<file path="src/rtl/if_pkg.sv">
// Shared constants and types for the instruction-fetch stage.
// No logic; constants, the fetch-buffer entry type and a PC helper.
// Imported by if_fetch_stage and fetch_fifo.
package if_pkg;

  localparam int unsigned IF_WORD_W    = 32;
  localparam logic [31:0] IF_PC_RESET  = 32'h0000_0000;
  localparam logic [31:0] IF_NOP_INSTR = 32'hF000_0000;

  // One buffered fetch: the address it was fetched from and the word returned.
  typedef struct packed {
    logic [IF_WORD_W-1:0] pc;
    logic [IF_WORD_W-1:0] instr;
  } fetch_entry_t;

  // Sequential successor of a word address (wraps at 2^32).
  function automatic logic [IF_WORD_W-1:0] next_pc(input logic [IF_WORD_W-1:0] pc);
    return pc + 32'd4;
  endfunction

endpackage

</file>
<file path="src/rtl/fetch_fifo.sv">
// Small synchronous FIFO of fetch entries (address + instruction word).
// Latency: a pushed entry is visible at the head on the next cycle.
// No internal backpressure: the producer's credit scheme guarantees room; push+pop on full is legal.
module fetch_fifo
  import if_pkg::*;
#(
  parameter  int unsigned DEPTH = 2,
  localparam int unsigned CNT_W = $clog2(DEPTH + 1),
  localparam int unsigned PTR_W = (DEPTH > 1) ? $clog2(DEPTH) : 1
) (
  input  logic               clk,
  input  logic               rst,
  input  logic               push,
  input  fetch_entry_t       push_dat,
  input  logic               pop,
  output fetch_entry_t       head_dat,
  input  logic               flush,
  output logic               full,
  output logic               empty,
  output logic [CNT_W-1:0]   count
);

  fetch_entry_t     mem [DEPTH];
  logic [PTR_W-1:0] wr_ptr;
  logic [PTR_W-1:0] rd_ptr;
  logic             do_push;
  logic             do_pop;

  function automatic logic [PTR_W-1:0] ptr_inc(input logic [PTR_W-1:0] p);
    return (p == PTR_W'(DEPTH - 1)) ? '0 : p + PTR_W'(1);
  endfunction

  assign full     = (count == CNT_W'(DEPTH));
  assign empty    = (count == '0);
  assign do_pop   = pop && !empty;
  assign do_push  = push && (!full || do_pop);
  assign head_dat = mem[rd_ptr];

  // Storage array: written on push only, never reset (contents gated by count).
  always_ff @(posedge clk) begin
    if (do_push && !flush) begin
      mem[wr_ptr] <= push_dat;
    end
  end

  // Pointer and occupancy bookkeeping; flush empties the buffer in one cycle.
  always_ff @(posedge clk) begin
    if (!rst || flush) begin
      wr_ptr <= '0;
      rd_ptr <= '0;
      count  <= '0;
    end else begin
      if (do_push) wr_ptr <= ptr_inc(wr_ptr);
      if (do_pop)  rd_ptr <= ptr_inc(rd_ptr);
      count <= count + CNT_W'(do_push) - CNT_W'(do_pop);
    end
  end

endmodule

</file>
<file path="src/rtl/if_fetch_stage.sv">
// Instruction fetch: issues in-order imem reads, buffers returns, drives the IF/ID register.
// Latency: grant at t, rvalid at t+1, instruction on the IF/ID outputs at t+2.
// Backpressure: freeze holds IF/ID; requests stop once in-flight + buffered words reach FIFO_DEPTH.
module if_fetch_stage
  import if_pkg::*;
#(
  parameter logic [31:0] PC_RESET   = IF_PC_RESET,
  parameter int unsigned FIFO_DEPTH = 2,
  parameter logic [31:0] NOP_INSTR  = IF_NOP_INSTR
) (
  input  logic        clk,
  input  logic        rst,
  input  logic        freeze,
  input  logic        branch_taken,
  input  logic [31:0] branch_address,
  output logic        imem_req,
  output logic [31:0] imem_addr,
  input  logic        imem_gnt,
  input  logic        imem_rvalid,
  input  logic [31:0] imem_rdata,
  output logic [31:0] PC,
  output logic [31:0] Instruction,
  output logic        Instr_valid
);

  localparam int unsigned CNT_W = $clog2(FIFO_DEPTH + 1);

  // Fetch-side state.
  logic [31:0]      fpc;          // next address to request
  logic [31:0]      rpc;          // address of the next response that will be kept
  logic [CNT_W-1:0] outstanding;  // granted but not yet returned
  logic [CNT_W-1:0] drop;         // returns still owed to a wrong path
  logic [CNT_W-1:0] outstanding_nxt;
  logic [CNT_W-1:0] drop_nxt;

  // IF/ID register.
  logic [31:0] pc_q;
  logic [31:0] instr_q;
  logic        vld_q;
  logic [31:0] out_pc_d;
  logic [31:0] out_instr_d;
  logic        out_vld_d;

  // Fetch buffer interface.
  logic             fifo_push;
  logic             fifo_pop;
  logic             fifo_flush;
  logic             fifo_full;
  logic             fifo_empty;
  logic [CNT_W-1:0] fifo_count;
  fetch_entry_t     fifo_head;
  fetch_entry_t     rsp_entry;

  logic credit_ok;
  logic grant;
  logic rsp_keep;

  // Every word in flight already owns a buffer slot, so the FIFO can never overflow.
  assign credit_ok = ({1'b0, outstanding} + {1'b0, fifo_count}) < (CNT_W + 1)'(FIFO_DEPTH);
  assign imem_req  = rst && credit_ok;
  assign imem_addr = fpc;
  assign grant     = imem_req && imem_gnt;

  // A response is kept only if it is not owed to a discarded path and no redirect is happening now.
  assign rsp_keep  = imem_rvalid && (drop == '0) && !branch_taken;
  assign rsp_entry = '{pc: rpc, instr: imem_rdata};

  assign PC          = pc_q;
  assign Instruction = instr_q;
  assign Instr_valid = vld_q;

  fetch_fifo #(
    .DEPTH (FIFO_DEPTH)
  ) u_fetch_fifo (
    .clk      (clk),
    .rst      (rst),
    .push     (fifo_push),
    .push_dat (rsp_entry),
    .pop      (fifo_pop),
    .head_dat (fifo_head),
    .flush    (fifo_flush),
    .full     (fifo_full),
    .empty    (fifo_empty),
    .count    (fifo_count)
  );

  // In-flight and wrong-path counters; a redirect turns everything still in flight into drops.
  always_comb begin
    outstanding_nxt = outstanding + CNT_W'(grant) - CNT_W'(imem_rvalid);
    drop_nxt        = drop;
    if (branch_taken) begin
      drop_nxt = outstanding_nxt;
    end else if (imem_rvalid && (drop != '0)) begin
      drop_nxt = drop - CNT_W'(1);
    end
  end

  // IF/ID selection in priority order: redirect, freeze, buffered word, bypass, bubble.
  always_comb begin
    fifo_push   = 1'b0;
    fifo_pop    = 1'b0;
    fifo_flush  = 1'b0;
    out_pc_d    = pc_q;
    out_instr_d = instr_q;
    out_vld_d   = vld_q;
    if (branch_taken) begin
      fifo_flush  = 1'b1;
      out_instr_d = NOP_INSTR;
      out_vld_d   = 1'b0;
    end else if (freeze) begin
      fifo_push = rsp_keep;
    end else if (!fifo_empty) begin
      fifo_pop    = 1'b1;
      fifo_push   = rsp_keep;
      out_pc_d    = next_pc(fifo_head.pc);
      out_instr_d = fifo_head.instr;
      out_vld_d   = 1'b1;
    end else if (rsp_keep) begin
      out_pc_d    = next_pc(rpc);
      out_instr_d = imem_rdata;
      out_vld_d   = 1'b1;
    end else begin
      out_instr_d = NOP_INSTR;
      out_vld_d   = 1'b0;
    end
  end

  // Fetch address, response address and in-flight counters.
  always_ff @(posedge clk) begin
    if (!rst) begin
      fpc         <= PC_RESET;
      rpc         <= PC_RESET;
      outstanding <= '0;
      drop        <= '0;
    end else begin
      outstanding <= outstanding_nxt;
      drop        <= drop_nxt;
      if (branch_taken) begin
        fpc <= branch_address;
        rpc <= branch_address;
      end else begin
        if (grant)    fpc <= next_pc(fpc);
        if (rsp_keep) rpc <= next_pc(rpc);
      end
    end
  end

  // IF/ID output register.
  always_ff @(posedge clk) begin
    if (!rst) begin
      pc_q    <= '0;
      instr_q <= NOP_INSTR;
      vld_q   <= 1'b0;
    end else begin
      pc_q    <= out_pc_d;
      instr_q <= out_instr_d;
      vld_q   <= out_vld_d;
    end
  end

  // A response with nothing in flight means the memory broke ordering or returned stale data.
  a_rvalid_orphan: assert property (@(posedge clk) disable iff (!rst)
    imem_rvalid |-> (outstanding != '0));

  // The credit scheme must keep the buffer from being pushed while full without a pop.
  a_push_full: assert property (@(posedge clk) disable iff (!rst)
    !(fifo_push && fifo_full && !fifo_pop && !fifo_flush));

endmodule

</file>
<file path="config.mk">
export PLATFORM = sky130hd
export DESIGN_NAME = if_fetch_stage
export DESIGN_NICKNAME = d
export VERILOG_FILES = /design/src/rtl/if_pkg.sv /design/src/rtl/fetch_fifo.sv /design/src/rtl/if_fetch_stage.sv
export SDC_FILE = /design/constraint.sdc
export NUM_CORES = 1
export LEC_CHECK = 0
export CAP_MARGIN = 15
export CELL_PAD_IN_SITES_DETAIL_PLACEMENT = 0
export CELL_PAD_IN_SITES_GLOBAL_PLACEMENT = 1
export CORE_ASPECT_RATIO = 0.75
export CORE_UTILIZATION = 39
export DETAILED_ROUTE_END_ITERATION = 10
export PLACE_DENSITY_LB_ADDON = 0.05
export SYNTH_ARGS = -nofsm -noshare
export SYNTH_HDL_FRONTEND = slang
export SYNTH_SLANG_ARGS = --single-unit
</file>
<file path="constraint.sdc">
create_clock -name clk -period 8.1 [get_ports clk]
set_clock_uncertainty 0.1 [all_clocks]
set_input_delay 1.62 -clock clk [delete_from_list [all_inputs] [get_ports clk]]
set_output_delay 1.62 -clock clk [all_outputs]
set_load 0.05 [all_outputs]
</file>
## Word level (Yosys, flattened, before mapping)

Memories as Yosys holds them, arrays and structs flattened. A register that Yosys moved wholly into a read port is not among the register bits.
Index checks and enable logic that the tools add are counted.

- $add $sub $neg: 11
- $lt $le $gt $ge: 1
- Equal/unequal tests: 2
- Mux-type cells: 24
- Bitwise operators: 3
- Reduce and logical (&&, ||, !) cells: 23

Operator list:

| operator | number |
|---|---|
| $mux W32 | 7 |
| $add A32 B3 Y32 const B | 3 |
| $mux W1 | 15 |
| $logic_and A1 B1 Y1 | 8 |
| $reduce_bool A2 Y1 | 4 |
| $logic_not A1 Y1 | 5 |
| $add A2 B1 Y2 | 2 |
| $logic_not A2 Y1 | 2 |
| $mux W2 | 2 |
| $sub A2 B1 Y2 | 2 |
| $add A2 B2 Y3 | 1 |
| $lt A3 B2 Y1 const B | 1 |
| $not A1 Y1 | 3 |
| $reduce_and A3 Y1 | 1 |
| $add A1 B1 Y1 const B | 2 |
| $eq A2 B2 Y1 const B | 1 |
| $logic_or A1 B1 Y1 | 2 |
| $ne A2 B1 Y1 const B | 1 |
| $reduce_or A2 Y1 | 1 |
| $sub A2 B1 Y2 const B | 1 |

- Register bits after elaboration: 137
- Bits in writable memories: 128
- Bits of input ports: 70
- Output and inout bits: 98
- Memories: 1

Memory list:

| name | depth | width | read ports | clocked after Yosys merged registers in | wr ports | RTL line | RTL |
|---|---|---|---|---|---|---|---|
| u_fetch_fifo.mem | 2 | 64 | 1 | 1 | 1 | fetch_fifo.sv:23 | `fetch_entry_t mem [DEPTH];` |

## Logic depth before layout (Yosys ltp)

Gate-level depths: netlist of run 1.

- Depth in word-level cells: 10
- Mapped depth: 14
- Depth with buffers taken out: 11

## Modules after synthesis

From an unflattened synthesis of run 1, not the netlist that was laid out.

- Cells, all modules: 1,132
- Area, all modules: 12,074.1 sq um

By module, submodules not included:

| module | times used | cells each | area each (sq um) | sequential area each (sq um) |
|---|---|---|---|---|
| if_fetch_stage | 1 | 901 | 7,216.9 | 2,662.6 |
| fetch_fifo | 1 | 231 | 4,857.2 | 3,943.8 |

## Least setup slack after synthesis of run 1

No wires, ideal clock.

- Kind: input to register
- From: input freeze
- To: memory u_fetch_fifo.mem[0][0] (netlist bit) (enable)
- Library setup time: 0.644 ns
- Arrival time: 8.049 ns
- Required time: 7.356 ns
- Setup slack: -0.693 ns
- Stages: 4
- Path buffers: 1
- Path through: clkbuf_1 xor2_1 nor2_1 nor4_1

- Word-level cells in the longest chain between the ends: 8
- Elaborated cells on any way between the ends: 10

Ends and longest elaborated chain:

| element | RTL line | RTL |
|---|---|---|
| start: declaration | if_fetch_stage.sv:13 | `input logic freeze,` |
| $mux W1 | if_fetch_stage.sv:110 | `end else if (freeze) begin` |
| $mux W1 | if_fetch_stage.sv:106 | `if (branch_taken) begin` |
| $logic_and A1 B1 Y1 | fetch_fifo.sv:35 | `assign do_pop = pop && !empty;` |
| $logic_or A1 B1 Y1 | fetch_fifo.sv:36 | `assign do_push = push && (!full \|\| do_pop);` |
| $logic_and A1 B1 Y1 * | fetch_fifo.sv:36 |  |
| $logic_and A1 B1 Y1 * | fetch_fifo.sv:41 | `if (do_push && !flush) begin` |
| $mux W1 * | fetch_fifo.sv:41 |  |
| $mux W1 (not written as such) * | fetch_fifo.sv:42 | `mem[wr_ptr] <= push_dat;` |
| end: declaration | fetch_fifo.sv:23 |  |

Mark *: on every way between the ends. The rest lies on a longest branch, timed or not.

## Worst setup path in the final report of run 1

- From: input rst
- To: output imem_req

- Word-level cells in the longest chain between the ends: 1

Ends and longest elaborated chain:

| element | RTL line | RTL |
|---|---|---|
| start: declaration | if_fetch_stage.sv:12 | `input logic rst,` |
| $logic_and A1 B1 Y1 | if_fetch_stage.sv:60 | `assign imem_req = rst && credit_ok;` |
| end: declaration | if_fetch_stage.sv:16 | `output logic imem_req,` |

No other way between the ends.

==> run_results.csv, run 1 <==
group,metric,value,unit
outcome,status,"complete, no violations",
layout,fill_cells,2885,
detailed_routing,vias_per_cell,5.25,
clock_tree,cts_tree,"yes",
pwr,p_sw_share,25.7,%
job,timing.max_cap.violations,0,
sta,final-hold-violation-count,0,
layout,final_area,15000,um^2
sta,min_period_over_period,63.4,%
logic_synthesis,syn_area,12000,um^2
sta,max_freq,0.195,GHz
pwr,seqPwrFrac,46.8,%
placement,hpwl,22.0,mm
logic_synthesis,synth_warnings,0,
sta,slew_headroom,31.4,%
global_routing,grt_pass1_vias,8828,
critical_path,path_class,"input pin to output port",
clock_tree,ctsRootBufferMaster,"clkbuf_16",
pwr,p_int,2420,uW
pwr,combPwrFrac,12.0,%
sta,finalMaxSlewViolations,0,
floorplan,die_y,154,um
clock_tree,clockBufferDepth,3,
detailed_routing,drc,0,
critical_path,r2r-start,"drop[0]",
critical_path,cpPeakStageDelay,0.84,ns
detailed_routing,postRouteAntennaNets,0,
layout,final_common_cell,"clkdlybuf4s50_1",
floorplan,core,30300,um^2
hold_path,hold_class,"register to register",
floorplan,die_area,31600,um^2
placement,place_area,14100,um^2
critical_path,startpoint_type,"input pin",
sta,layout_min_cycle_time,5.13,ns
global_routing,globalRouteOverflowTotal,0,
floorplan,std_cell_rows,55,
critical_path,r2r_cells,6,
floorplan,io-pin-count,168,
sta,rsz0062_at_grt,"false",
critical_path,crit_path_end_kind,"output port",
global_routing,grtUsageTotal,20.5,%
layout,num_antenna_cells,0,
logic_synthesis,ys_types,65,
floorplan,start_util,39.8,%
clock_tree,cts.sinks,266,
critical_path,critPathSlowestCell,"clkdlybuf4s50_1",
layout,multi_input_area,5130,um^2
logic_synthesis,synth-seq-cells,266,
logic_synthesis,synth_fp_nets,1246,
clock_tree,holdBufCountCts,0,
clock_tree,ctsResizeCount,0,
detailed_routing,wl_per_cell,18.7,um
critical_path,worstPathRequired,6.38,ns
global_routing,antenna_found_initial,0,
pwr,ir_drop,128,uV
placement,place.port_buffers,167,
detailed_routing,drt_iter0_drc,474,
logic_synthesis,synth_edf_count,128,
placement,place.gp.congestion,0.803,
critical_path,r2r_setup_slack,4.64,ns
logic_synthesis,ys.flop_type,"dfxtp_1",
critical_path,reg2reg_to,"u_fetch_fifo.mem[1][38]",
pwr,power-per-cell-area,217,nW/um^2
layout,nNetsFinal,1388,
sta,fin_setup_tns,0,ns
sta,worstMarginPinSlew,1.03,ns
critical_path,cp-endpoint,"imem_req",
hold_path,holdPathStages,2,
critical_path,crit_arrival,3.41,ns
layout,area_delta_synth_final,24.8,%
layout,layout-drive-gt1-share,7.36,%
detailed_routing,dr.pass1.iters,5,
logic_synthesis,avgSynthCellArea,10.3,um^2
global_routing,grt_pass1_wl,50.9,mm
critical_path,path_cells,"buf_2 > buf_4 > nor3b_1 > clkdlybuf4s50_1",
global_routing,grt_max_degree,89,
pwr,p_switching,840,uW
pwr,p_clk_share,41.2,%
logic_synthesis,async_flop_share,0,%
logic_synthesis,synth_cells,1167,
clock_tree,cts_setup_buffers,0,
layout,layout.area.seq,6610,um^2
floorplan,die_w,205,um
clock_tree,cts_inserted_buffers,28,
logic_synthesis,ys_seq_area_share,54.9,%
critical_path,crit_fanout,75,
layout,mostFrequentLayoutCells,"165 x clkdlybuf4s50_1, 141 x a21oi_1, 137 x dfxtp_1",
detailed_routing,routed_wl,32.3,mm
sta,setup_viol,0,
pwr,cellLeakagePower,0.00494,uW
critical_path,crit_path_start,"rst",
clock_tree,clock_latency,0.54,ns
clock_tree,h-tree-depth,1,
detailed_routing,via_count,9088,
clock_tree,clk_pin_slew_worst_paths,0.06,ns
==> synthesized netlist by cell type (all sizes together) (4+ instances only) <==
cell | instances | area share (%)
a211oi | 4 | 0.29
a21boi | 8 | 0.50
a21oi | 141 | 5.9
a221oi | 5 | 0.42
a31oi | 5 | 0.26
and2 | 12 | 0.62
and3 | 11 | 0.57
and4 | 8 | 0.58
buf | 19 | 0.85
clkbuf | 51 | 1.6
dfxtp | 138 | 23
edfxtp | 128 | 32
ha | 8 | 0.83
inv | 11 | 0.34
mux2 | 12 | 1.1
mux2i | 49 | 4.1
nand2 | 79 | 2.5
nand2b | 4 | 0.21
nand3 | 54 | 2.3
nand3b | 4 | 0.25
nand4 | 28 | 1.6
nor2 | 130 | 4.1
nor2b | 7 | 0.36
nor3 | 19 | 0.83
nor4 | 6 | 0.61
o211ai | 7 | 0.44
o21ai | 63 | 2.6
o221ai | 10 | 0.73
o22ai | 6 | 0.36
xnor2 | 63 | 4.6
xor2 | 49 | 3.6
==> power by group through the flow <==
stage	clock (uW)	sequential [uW]	combinational (uW)
5_1_grt	1430	1530	421
3_3_place_gp	0	1550	389
6_report	1350	1530	390
4_1_cts	1380	1530	393
2_1_floorplan	0	1620	167
3_5_place_dp	0	1550	391
==> through the flow <==
| step | setup slack, ns | hold WS (ns) | util [%] | power, uW | instances |
|---|---|---|---|---|---|
| 2_1_floorplan | 2.01 | 0.320 | - | 1790 | 1167 |
| 3_3_place_gp | 3.02 | 0.356 | 46.4 | 1940 | 1678 |
| 3_5_place_dp | 2.93 | 0.359 | 46.4 | 1950 | 1678 |
| 4_1_cts | 2.97 | 0.368 | 49.6 | 3300 | 1730 |
| 5_1_grt | 2.89 | 0.402 | 49.6 | 3390 | 1730 |
| 6_report | 2.97 | 0.361 | 49.6 | 3260 | 1730 |
==> layer usage <==
layer  up-vias  track usage, %  part of all wire [%]
met5         -               0                     0
li1       4484               -                     -
met2       181            30.8                    44
met3        23            3.33                   4.6
met4         0            2.89                   1.1
met1      4400            31.4                    51
==> area by class of cell <==
| type | count | share of cell area, % |
|---|---|---|
| clock inverter | 18 | 1.32 |
| timing repair buffer | 182 | 11.8 |
| clock buffer | 34 | 5.15 |
| multi-input combinational | 819 | 34.1 |
| inverter | 12 | 0.300 |
| sequential | 266 | 44.0 |
| tap | 399 | 3.32 |
==> state kept, by name (all words and copies together) (netlist names), 2 cells and up, named ones only <==
signal,count
u_fetch_fifo.mem,128
Instruction,32
PC,32
imem_addr,32
rpc,32
drop,2
outstanding,2
u_fetch_fifo.count,2
==> critical path, delay by kind of cell <==
kind / cells / cell delay [ns]
AND/OR/NAND/NOR: 1 / 0.29
buffers and inverters: 3 / 1.49
==> how the worst min path moves through the flow <==
stage / from / to / slack [ns]
floorplan: rpc[4] / u_fetch_fifo.mem[0][36] / 0.32
global placement: PC[1] / PC[1] / 0.36
detailed placement: imem_addr[0] / imem_addr[0] / 0.36
CTS: imem_addr[0] / imem_addr[0] / 0.37
global route: Instruction[31] / Instruction[31] / 0.40
finish: imem_addr[0] / imem_addr[0] / 0.36
==> kinds of logic after synthesis <==
group           count (synthesis)  synth area share, %
mux                            61                 5.20
flops                         266                 54.9
fa+ha+maj                       9                0.998
buf+inv                        82                 2.82
simple gates                  376                 15.6
xor+xnor                      112                 8.15
compound gates                261                 12.4
Note: power is estimated with default switching activity, not from simulation.
==> run 2: changes to the inputs <==
==> constraint.sdc (replaced) <==
create_clock -name clk -period 4.7 [get_ports clk]
set_clock_uncertainty 0.1 [all_clocks]
set_input_delay 0.94 -clock clk [delete_from_list [all_inputs] [get_ports clk]]
set_output_delay 0.94 -clock clk [all_outputs]
set_load 0.05 [all_outputs]
==> run 2 against run 1 <==
First-iteration DRC count up 23%; setup slack lost 2.0 ns; routed wire length is 1.8% higher; largest cell class unchanged.
==> run_results.csv, run 2 (synthesized netlist as in run 1, its figures left out) <==
group,metric,value,unit
outcome,status,"complete, no violations",
critical_path,r2r_cells,8,
detailed_routing,routed_wl,32.9,mm
layout,area_delta_synth_final,24.8,%
floorplan,start_util,39.8,%
clock_tree,holdBufCountCts,0,
floorplan,io-pin-count,168,
layout,layout-drive-gt1-share,7.09,%
sta,slew_headroom,47.3,%
global_routing,grt_pass1_vias,8922,
clock_tree,clock_latency,0.54,ns
layout,num_antenna_cells,0,
detailed_routing,vias_per_cell,5.34,
sta,final-hold-violation-count,0,
global_routing,grt_pass1_wl,52.1,mm
detailed_routing,drt_iter0_drc,584,
clock_tree,ctsResizeCount,0,
clock_tree,clk_pin_slew_worst_paths,0.06,ns
sta,fin_ws,0.976,ns
sta,finalMaxSlewViolations,0,
clock_tree,cts_tree,"yes",
critical_path,r2r_setup_slack,1.60,ns
sta,rsz0062_at_grt,"false",
floorplan,die_area,31600,um^2
clock_tree,cts.sinks,266,
critical_path,path_cells,"and2_1 > fa_1 > nor3b_1 > clkdlybuf4s50_1",
critical_path,crit_fanout,5,
layout,layout.area.seq,6610,um^2
critical_path,startpoint_type,"register",
job,timing.max_cap.violations,0,
floorplan,core,30300,um^2
pwr,power-per-cell-area,361,nW/um^2
hold_path,hold_class,"register to register",
hold_path,holdPathStages,2,
critical_path,reg2reg_to,"imem_addr[31]",
hold_path,hold_path.startpoint,"imem_addr[1]",
sta,setup_viol,0,
clock_tree,cts_inserted_buffers,28,
critical_path,crit_path_end_kind,"output port",
clock_tree,cts_setup_buffers,0,
sta,max_freq,0.269,GHz
detailed_routing,postRouteAntennaNets,0,
detailed_routing,via_count,9275,
layout,final_common_cell,"clkdlybuf4s50_1",
critical_path,r2r-start,"u_fetch_fifo.count[0]",
global_routing,globalRouteOverflowTotal,0,
layout,largest_register,"u_fetch_fifo.mem",
critical_path,crit_arrival,2.68,ns
sta,worstMarginPinSlew,0.784,ns
layout,final_area,15000,um^2
detailed_routing,drc,0,
detailed_routing,dr.pass1.iters,6,
floorplan,die_y,154,um
layout,mostFrequentLayoutCells,"165 x clkdlybuf4s50_1, 141 x a21oi_1, 137 x dfxtp_1",
detailed_routing,wl_per_cell,19.0,um
floorplan,std_cell_rows,55,
placement,dp_slack,1.24,ns
clock_tree,h-tree-depth,1,
layout,fill_cells,2884,
sta,min_period_over_period,79.2,%
hold_path,hold_end,"imem_addr[1]",
placement,place.port_buffers,167,
placement,place_area,14200,um^2
placement,hpwl,22.9,mm
global_routing,antenna_found_initial,0,
clock_tree,clockBufferDepth,3,
pwr,power,5430,uW
layout,multi_input_area,5130,um^2
critical_path,cpPeakStageDelay,0.83,ns
critical_path,critPathSlowestCell,"clkdlybuf4s50_1",
critical_path,path_class,"register to output port",
sta,hold_ws,0.364,ns
sta,fin_setup_tns,0,ns
sta,layout_min_cycle_time,3.72,ns
clock_tree,ctsRootBufferMaster,"clkbuf_16",
placement,place.gp.congestion,0.823,
layout,largest_reg_flops,128,
global_routing,grt_max_degree,75,
pwr,cellLeakagePower,0.00494,uW
pwr,ir_drop,315,uV
global_routing,grtUsageTotal,20.9,%
floorplan,die_w,205,um
layout,nNetsFinal,1396,
critical_path,worstPathRequired,3.66,ns
## run 2: cell count changes in the layout (fill, tap and decap cells not counted)
cell,change
clkbuf_1,+10
buf_4,+5
bufinv_16,-4
clkinv_2,-4
clkinvlp_4,-4
buf_12,+3
clkbuf_8,+2
nand2_1,+1
nand2_2,-1
## run 2: worst max-delay path, delay by kind of cell, from the launching register on
family                     cells  cell delay [ns]
adders and majority gates      1             0.46
buffers and inverters          1             0.83
DFF                            1             0.44
and+or+nand+nor                2             0.41
## run 2: area by class of cell
cell class | instances | area share [%]
Clock buffer | 46 | 5.59
Clock inverter | 6 | 0.183
Inverter | 12 | 0.300
Multi-Input combinational cell | 819 | 34.1
Sequential cell | 266 | 44.0
Tap cell | 399 | 3.32
Timing Repair Buffer | 190 | 12.5
## run 2: metrics by stage
step / utilization (%) / cells
after floorplan: - / 1167
after global placement: 46.8 / 1686
after detailed placement: 46.8 / 1686
after CTS: 49.6 / 1738
after global routing: 49.6 / 1738
final: 49.6 / 1738
## run 2: how the worst max path moves through the flow
stage                               start                      end  cells past startpoint
finish              u_fetch_fifo.count[0]                 imem_req                      4
global route        u_fetch_fifo.count[0]                 imem_req                      4
CTS                 u_fetch_fifo.count[0]                 imem_req                      4
detailed placement                 freeze  u_fetch_fifo.mem[1][60]                      7
global placement                   freeze  u_fetch_fifo.mem[1][60]                      7
floorplan                          freeze   u_fetch_fifo.mem[0][0]                      4
## run 2: layer usage
metal,up-vias,track usage (%),part of all wire [%]
li1,4507,-,-
met1,4541,31.9,50
met2,193,32.0,44
met3,34,2.80,4.5
met4,0,3.39,1.3
met5,-,0,0
## run 2: report_power, final
group | switching (uW) | leakage (uW) | internal (uW)
Clock | 904 | 0.000426 | 1210
Combinational | 421 | 0.00221 | 259
Sequential | 103 | 0.00230 | 2530
Total | 1430 | 0.00494 | 4000
